--- config.mk ---
export PLATFORM = sky130hd
export DESIGN_NAME = int_stim_gen
export DESIGN_NICKNAME = d
export VERILOG_FILES = /design/src/rtl/int_stim_gen.sv
export SDC_FILE = /design/constraint.sdc
export NUM_CORES = 1
export LEC_CHECK = 0
export CELL_PAD_IN_SITES_DETAIL_PLACEMENT = 0
export CELL_PAD_IN_SITES_GLOBAL_PLACEMENT = 1
export CORE_MARGIN = 4
export CORE_UTILIZATION = 25
export DETAILED_ROUTE_END_ITERATION = 7
export PLACE_DENSITY = 0.52
export SLEW_MARGIN = 20
export SYNTH_ARGS = -nofsm -noshare
export SYNTH_HDL_FRONTEND = slang
export SYNTH_SLANG_ARGS = --single-unit
--- constraint.sdc ---
create_clock -name clk -period 6.3 [get_ports clk]
set_input_delay 1.26 -clock clk [delete_from_list [all_inputs] [get_ports clk]]
set_output_delay 1.26 -clock clk [all_outputs]
set_load 0.01 [all_outputs]
--- src/rtl/int_stim_gen.sv ---
// Multi-channel PC-triggered interrupt stimulus generator: per-channel trigger PC, re-fire count, ack by store.
// Define INT_TIMEOUT_EN to auto-drop a pending channel after TIMEOUT cycles and latch timeout_flag.
module int_stim_gen #(
  parameter int          NCH      = 4,
  parameter int          CNT_W    = 4,
  parameter logic [31:0] ACK_ADDR = 32'h0000_7F20,
  parameter int          TIMEOUT  = 256,
  localparam int         CH_W     = (NCH > 1) ? $clog2(NCH) : 1
) (
  input  logic             clk,
  input  logic             reset,
  input  logic [31:0]      macroscopic_pc,
  input  logic [31:0]      m_data_addr,
  input  logic [31:0]      m_data_wdata,
  input  logic [3:0]       m_data_byteen,
  input  logic             cfg_we,
  input  logic [CH_W-1:0]  cfg_ch,
  input  logic [31:0]      cfg_pc,
  input  logic [CNT_W-1:0] cfg_cnt,
  output logic             interrupt,
  output logic [NCH-1:0]   int_vec,
  output logic [15:0]      fired_total,
  output logic [NCH-1:0]   timeout_flag
);

  typedef enum logic [1:0] {IDLE, ARMED, PEND, DONE} state_t;

  state_t           state   [NCH];
  logic [31:0]      trig_pc [NCH];
  logic [CNT_W-1:0] count   [NCH];

  logic [NCH-1:0] match;
  logic [NCH-1:0] match_q;
  logic [NCH-1:0] rise;
  logic [NCH-1:0] ack;
  logic [NCH-1:0] ack_bits;
  logic [NCH-1:0] cfg_hit;
  logic [NCH-1:0] fire;
  logic [NCH-1:0] expire;
  logic [31:0]    pc_word;
  logic [31:0]    addr_word;
  logic           store_ack;
  logic [16:0]    fire_sum;

  assign pc_word   = macroscopic_pc & ~32'd3;
  assign addr_word = m_data_addr & ~32'd3;
  assign ack_bits  = NCH'(m_data_wdata);
  assign store_ack = (|m_data_byteen) && (addr_word == ACK_ADDR);
  assign ack       = store_ack ? ack_bits : '0;
  assign interrupt = |int_vec;

  always_comb begin
    match   = '0;
    cfg_hit = '0;
    for (int i = 0; i < NCH; i++) begin
      match[i]   = (pc_word == trig_pc[i]);
      cfg_hit[i] = cfg_we && (cfg_ch == CH_W'(i));
    end
  end

  // Edge-only triggering: a PC stalled on the trigger address fires once.
  assign rise = match & ~match_q;

  always_comb begin
    fire = '0;
    for (int i = 0; i < NCH; i++)
      fire[i] = (state[i] == ARMED) && rise[i] && !cfg_hit[i];
  end

  always_comb begin
    fire_sum = {1'b0, fired_total};
    for (int i = 0; i < NCH; i++)
      fire_sum = fire_sum + {16'd0, fire[i]};
  end

`ifdef INT_TIMEOUT_EN
  localparam int TMR_W = (TIMEOUT > 1) ? $clog2(TIMEOUT) : 1;
  logic [TMR_W-1:0] tmr [NCH];

  always_comb begin
    expire = '0;
    for (int i = 0; i < NCH; i++)
      expire[i] = (tmr[i] == TMR_W'(TIMEOUT - 1));
  end
`else
  assign expire       = '0;
  assign timeout_flag = '0;
`endif

  always_ff @(posedge clk) begin
    if (!reset) begin
      for (int i = 0; i < NCH; i++) begin
        state[i]   <= IDLE;
        trig_pc[i] <= '0;
        count[i]   <= '0;
`ifdef INT_TIMEOUT_EN
        tmr[i]     <= '0;
`endif
      end
      match_q     <= '0;
      int_vec     <= '0;
      fired_total <= '0;
`ifdef INT_TIMEOUT_EN
      timeout_flag <= '0;
`endif
    end else begin
      fired_total <= fire_sum[16] ? 16'hFFFF : fire_sum[15:0];
      for (int i = 0; i < NCH; i++) begin
        match_q[i] <= cfg_hit[i] ? 1'b0 : match[i];
        // A config write beats any trigger, ack or timeout on the same edge.
        if (cfg_hit[i]) begin
          trig_pc[i] <= cfg_pc & ~32'd3;
          count[i]   <= cfg_cnt;
          int_vec[i] <= 1'b0;
          state[i]   <= (cfg_cnt != '0) ? ARMED : IDLE;
        end else begin
          case (state[i])
            ARMED: begin
              if (rise[i]) begin
                state[i]   <= PEND;
                int_vec[i] <= 1'b1;
`ifdef INT_TIMEOUT_EN
                tmr[i]     <= '0;
`endif
              end
            end
            PEND: begin
              if (ack[i] || expire[i]) begin
                count[i]   <= count[i] - CNT_W'(1);
                state[i]   <= (count[i] == CNT_W'(1)) ? DONE : ARMED;
                int_vec[i] <= 1'b0;
`ifdef INT_TIMEOUT_EN
                if (!ack[i])
                  timeout_flag[i] <= 1'b1;
`endif
              end
`ifdef INT_TIMEOUT_EN
              tmr[i] <= tmr[i] + TMR_W'(1);
`endif
            end
            default: ;
          endcase
        end
      end
    end
  end

endmodule

* Word level (Yosys, flattened, before mapping)
Memory sizes are Yosys's and may differ from the RTL's.
Cells that the tools add are included.
** Word-level totals
- Input bits :: 141
- Register bits after elaboration :: 24
- Memories :: 3
- RAM bits :: 144
** Cells by class
- Eq/ne operators :: 28
- Bitwise logic cells :: 27
- Muxes and demuxes :: 96
- Add/sub/neg operators :: 8
- Reductions and logical operators :: 33
** Memories
- trig_pc :: depth 4, bits a word 30, rd ports 4, clocked after Yosys merged registers in 0, wr ports 4, RTL line 29 : logic [31:0] trig_pc [NCH];
- count :: depth 4, bits a word 4, rd ports 4, clocked after Yosys merged registers in 0, wr ports 4, RTL line 30 : logic [CNT_W-1:0] count [NCH];
- state :: depth 4, bits a word 2, rd ports 4, clocked after Yosys merged registers in 0, wr ports 4, RTL line 28 : state_t state [NCH];
** Operators with widths (count)
- $eq A32 B32 Y1 :: 4
- $mux W30 :: 4
- $mux W1 :: 62
- $add A17 B1 Y17 :: 3
- $mux W4 :: 9
- $mux W2 :: 16
- $eq A30 B13 Y1 const B :: 1
- $or A1 B1 Y1 :: 24
- $add A16 B1 Y17 :: 1
- $eq A4 B1 Y1 const B :: 4
- $mux W16 :: 1
- $ne A2 B2 Y1 const B :: 8
- $sub A4 B1 Y4 const B :: 4
- $logic_and A1 B1 Y1 :: 13
- $eq A2 B2 Y1 const B :: 6
- $reduce_and A3 Y1 :: 4
- $eq A2 B1 Y1 const B :: 5
- $pmux W1 S2 :: 4
- $reduce_bool A2 Y1 :: 4
- $reduce_or A2 Y1 :: 4
- $reduce_or A4 Y1 :: 2
- $and A4 B4 Y4 :: 1
- $logic_not A1 Y1 :: 4
- $not A4 Y4 :: 1
- 3 further kinds :: 3

* Logic depth before layout (Yosys ltp)
An unclocked memory read counts as a cell.
- Word-level depth :: 10
- Depth in mapped cells :: 15
- Depth with buffers taken out :: 14

* Worst setup path after synthesis
No wires, ideal clock.
- Kind :: input to register
- From :: input macroscopic_pc[20]
- To :: register fired_total[10]
- Data arrival time :: 4.719 ns
- Path slack :: 1.448 ns
- Stages :: 15
- Cell sequence :: clkbuf_1 xnor2_1 nand4_1 nor4_1 nand4_1 nand2b_1 fa_1 inv_1 fa_1 fa_1 and4_1 nand3_1 or3_1 clkbuf_1 a21oi_1
** On the way
- Cells in the longest elaborated chain, start to end :: 9
- Elaborated cells between the ends (all ways) :: 18
** RTL lines
- from (decl) :: RTL line 12 : input logic [31:0] macroscopic_pc,
- $eq A32 B32 Y1 :: RTL line 56 : match[i] = (pc_word == trig_pc[i]);
- $and A4 B4 Y4 (*) :: RTL line 62 : assign rise = match & ~match_q;
- $logic_and A1 B1 Y1 (2 in series) :: RTL line 67 : fire[i] = (state[i] == ARMED) && rise[i] && !cfg_hit[i];
- $add A16 B1 Y17 :: RTL line 73 : fire_sum = fire_sum + {16'd0, fire[i]};
- $add A17 B1 Y17 (2 in series) :: RTL line 73
- $add A17 B1 Y17 (*) :: RTL line 73
- $mux W16 (*) :: RTL line 107 : fired_total <= fire_sum[16] ? 16'hFFFF : fire_sum[15:0];
- to (signal assigned) :: RTL line 107
- to (decl) :: RTL line 22 : output logic [15:0] fired_total,
Mark *: on every way between the ends. The rest lies on a longest branch, timed or not.
A chain may end at the register's enable or synchronous reset.

* Worst setup path after layout
- From :: input macroscopic_pc[3]
- To :: register fired_total[12]
Same word-level chain as after synthesis.

==> impl_metrics.toml <==
[synth]
synth_ff_type = "edfxtp_1"
ys_ff_latch = 168
synth_cells = 719
syn-cell-area_mm2 = 0.00844
avgSynthCellArea_um2 = 11.7
synthDistinctLibCells = 43
synth_edf_count = 144
async_flop_share = 0
ys.warnings.count = 0
yosysSeqAreaShare = 0.569

[cells_and_area]
final_nets = 998
area.growth.synth_to_final_pct = 28.8
final_common_cell = "edfxtp_1"
insertedDiodeCount = 0
final_cell_mix = "edfxtp_1 (144), xnor2_1 (128), clkdlybuf4s50_1 (127)"
fill_cells = 3375
drive_gt1_frac = 0.0886
final_cell_area_mm2 = 0.0109
fin_cells = 1306

[cts]
cts_tree = "yes"
ctsResizeCount = 0
cts_sinks = 168
numCtsBuffers = 17
htree_num_levels = 4
clockBufferDepth = 2
insertion_delay_ns = 0.43
post_cts.repair.setup_buffers = 0
root_buffer = "clkbuf_16"
ctsHoldBuffers = 0
cts.reportedPaths.clkPinSlew_ns = 0.07

[worst_setup_path]
r2r-start = "trig_pc[0][1]$_SDFFCE_PN0P_"
cp-start-kind = "input port"
worstPathArrival_ns = 5.44
worst_setup_path_end_kind = "flop"
r2r_slack_ns = 2.07
max_stage_delay_ns = 0.51
crit_chain = "clkdlybuf4s50_1 > xnor2_1 > nand4_1 > nor4_1 > buf_4 > nand4_1 > buf_4 > nand2b_1 > fa_1 > inv_1 > fa_1 > fa_1 > and4_1 > nand3_1 > buf_4 > nor2_1 > xnor2_1 > a21oi_1"
r2r_cells = 17
cp_max_fo = 3
crit_slowest_cell = "fa_1"
startpoint = "macroscopic_pc[3]"
crit_type = "in2reg"
cp.required_ns = 6.59
reg2reg_to = "fired_total[12]$_SDFF_PN0_"
worstSetupEndpoint = "fired_total[12]$_SDFF_PN0_"

[timing]
tightest_slew_ns = 0.884
setup_viol = 0
fin_skew_ns = 0.0200
min_period_ns = 5.16
tns_ns = 0
finalHoldViolations = 0
relSlewSlack = 0.409
rsz0062_at_grt = "no"
maxSlewViolCount = 0
fin_crit_sh = 0.818
max_freq_ghz = 0.194
fin_hold_ws_ns = 0.472

[floorplanning]
dieArea_mm2 = 0.0368
die_y_um = 192
fp.dieW_um = 192
start_util = 0.252
ios = 166
coreArea_mm2 = 0.0334
rows = 67

[placement]
post_dp_cell_area_mm2 = 0.0103
port_buffers = 127
dp_hpwl_um = 18000
dp_cells = 1274
place_congestion = 0.721

[route]
drt_drc_violations_left = 0
wl_per_cell_um = 19.1
first_pass_iters = 5
vias = 5648
wl_um = 25000
vias_per_cell = 4.32
antenna_left = 0
drt_iter0_drc = 304

[job]
cap_violations = 0

[global_route]
grt_use_total = 0.137
grt_pass1_vias = 5811
grt_pass1_wl_um = 36700
grt_max_degree = 36
overflow = 0
antenna_found_initial = 0

[outcome]
outcome = "finished clean"

[power_and_ir_drop]
power_per_cell_area_mw_per_mm2 = 243
leakage_nw = 3.60
max-vdd-ir-drop_mv = 0.146

[min_path]
hp-class = "reg2reg"
hp-start = "int_vec[2]$_SDFFE_PP0P_"
==> stage by stage <==
stage	util	power, mW	setup slack [ns]
after global routing	0.325	2.75	0.813
after floorplan	-	1.49	1.45
final	0.325	2.64	1.14
after global placement	0.308	1.65	0.656
after CTS	0.325	2.67	1.07
after detailed placement	0.308	1.65	0.644
==> synthesized netlist by cell type, drive strengths merged, types with 3 or more instances <==
cell type | count | area [µm²]
nand4 | 37 | 238
nand2 | 31 | 116
edfxtp | 144 | 4320
or2 | 4 | 25.0
xor2 | 10 | 87.6
nor3b | 6 | 45.0
nor2 | 20 | 75.1
and2 | 121 | 757
nand3 | 14 | 70.1
nor4 | 13 | 103
xnor2 | 128 | 1120
ha | 9 | 113
fa | 3 | 60.1
nand2b | 7 | 43.8
and4 | 3 | 26.3
buf | 6 | 37.5
nor2b | 3 | 18.8
nor3 | 10 | 50.1
dfxtp | 24 | 480
a21oi | 23 | 115
inv | 19 | 71.3
nand3b | 5 | 37.5
o21ai | 25 | 140
clkbuf | 39 | 146
==> layout make-up <==
cell class | count | area (µm²) | share of cell area
flip-flops and latches | 168 | 4800 | 0.442
multi-input cells | 490 | 3430 | 0.315
repair buffers | 149 | 1450 | 0.133
well taps | 448 | 561 | 0.0515
clock buffers | 18 | 429 | 0.0395
clock inverters | 14 | 131 | 0.0121
inverters | 19 | 71.3 | 0.00656
==> sequential cells by signal, summed over array words and instances, names as in the netlist <==
| name | cells |
|---|---|
| int_vec | 4 |
| fired_total | 16 |
| count | 16 |
| state | 8 |
| match_q | 4 |
| trig_pc | 120 |
==> where the power goes <==
part	switching, mW	internal [mW]
registers	0.0316	1.28
clock network	0.498	0.524
logic	0.160	0.148
total	0.690	1.95
==> kinds of logic after synthesis <==
logic type               after synthesis  share of synthesized area
adder cells (fa/ha/maj)               12                     0.0205
XOR/XNOR                             138                      0.143
AND/OR/NAND/NOR                      283                      0.201
other                                  1                   0.000444
flip-flops                           168                      0.569
multiplexers                           1                    0.00119
buffers and inverters                 64                     0.0302
AO/OA/AOI/OAI                         52                     0.0338
==> critical path: cells and delay by family <==
kind | cells | cell delay, ns
AOI/OAI and AO/OA | 1 | 0.08
xor gates and xnor gates | 2 | 0.49
adders and majority gates | 3 | 1.40
buffers and inverters | 5 | 1.01
and+or+nand+nor | 7 | 1.20
==> worst min-delay path by stage <==
stage | end | slack [ns] | cells past startpoint
after floorplan | int_vec[2]$_SDFFE_PP0P_ | 0.48 | 2
after global placement | int_vec[2]$_SDFFE_PP0P_ | 0.46 | 2
after detailed placement | int_vec[2]$_SDFFE_PP0P_ | 0.47 | 2
after CTS | int_vec[2]$_SDFFE_PP0P_ | 0.48 | 2
after global routing | int_vec[2]$_SDFFE_PP0P_ | 0.50 | 2
final | int_vec[2]$_SDFFE_PP0P_ | 0.47 | 2
==> layer usage <==
metal,up-vias,part of all wire,GRT usage
li1,2731,-,-
met5,-,0,0
met2,118,0.46,0.215
met3,12,0.039,0.0264
met1,2787,0.49,0.197
met4,0,0.0067,0.0265
(Power assumes the default switching activity.)
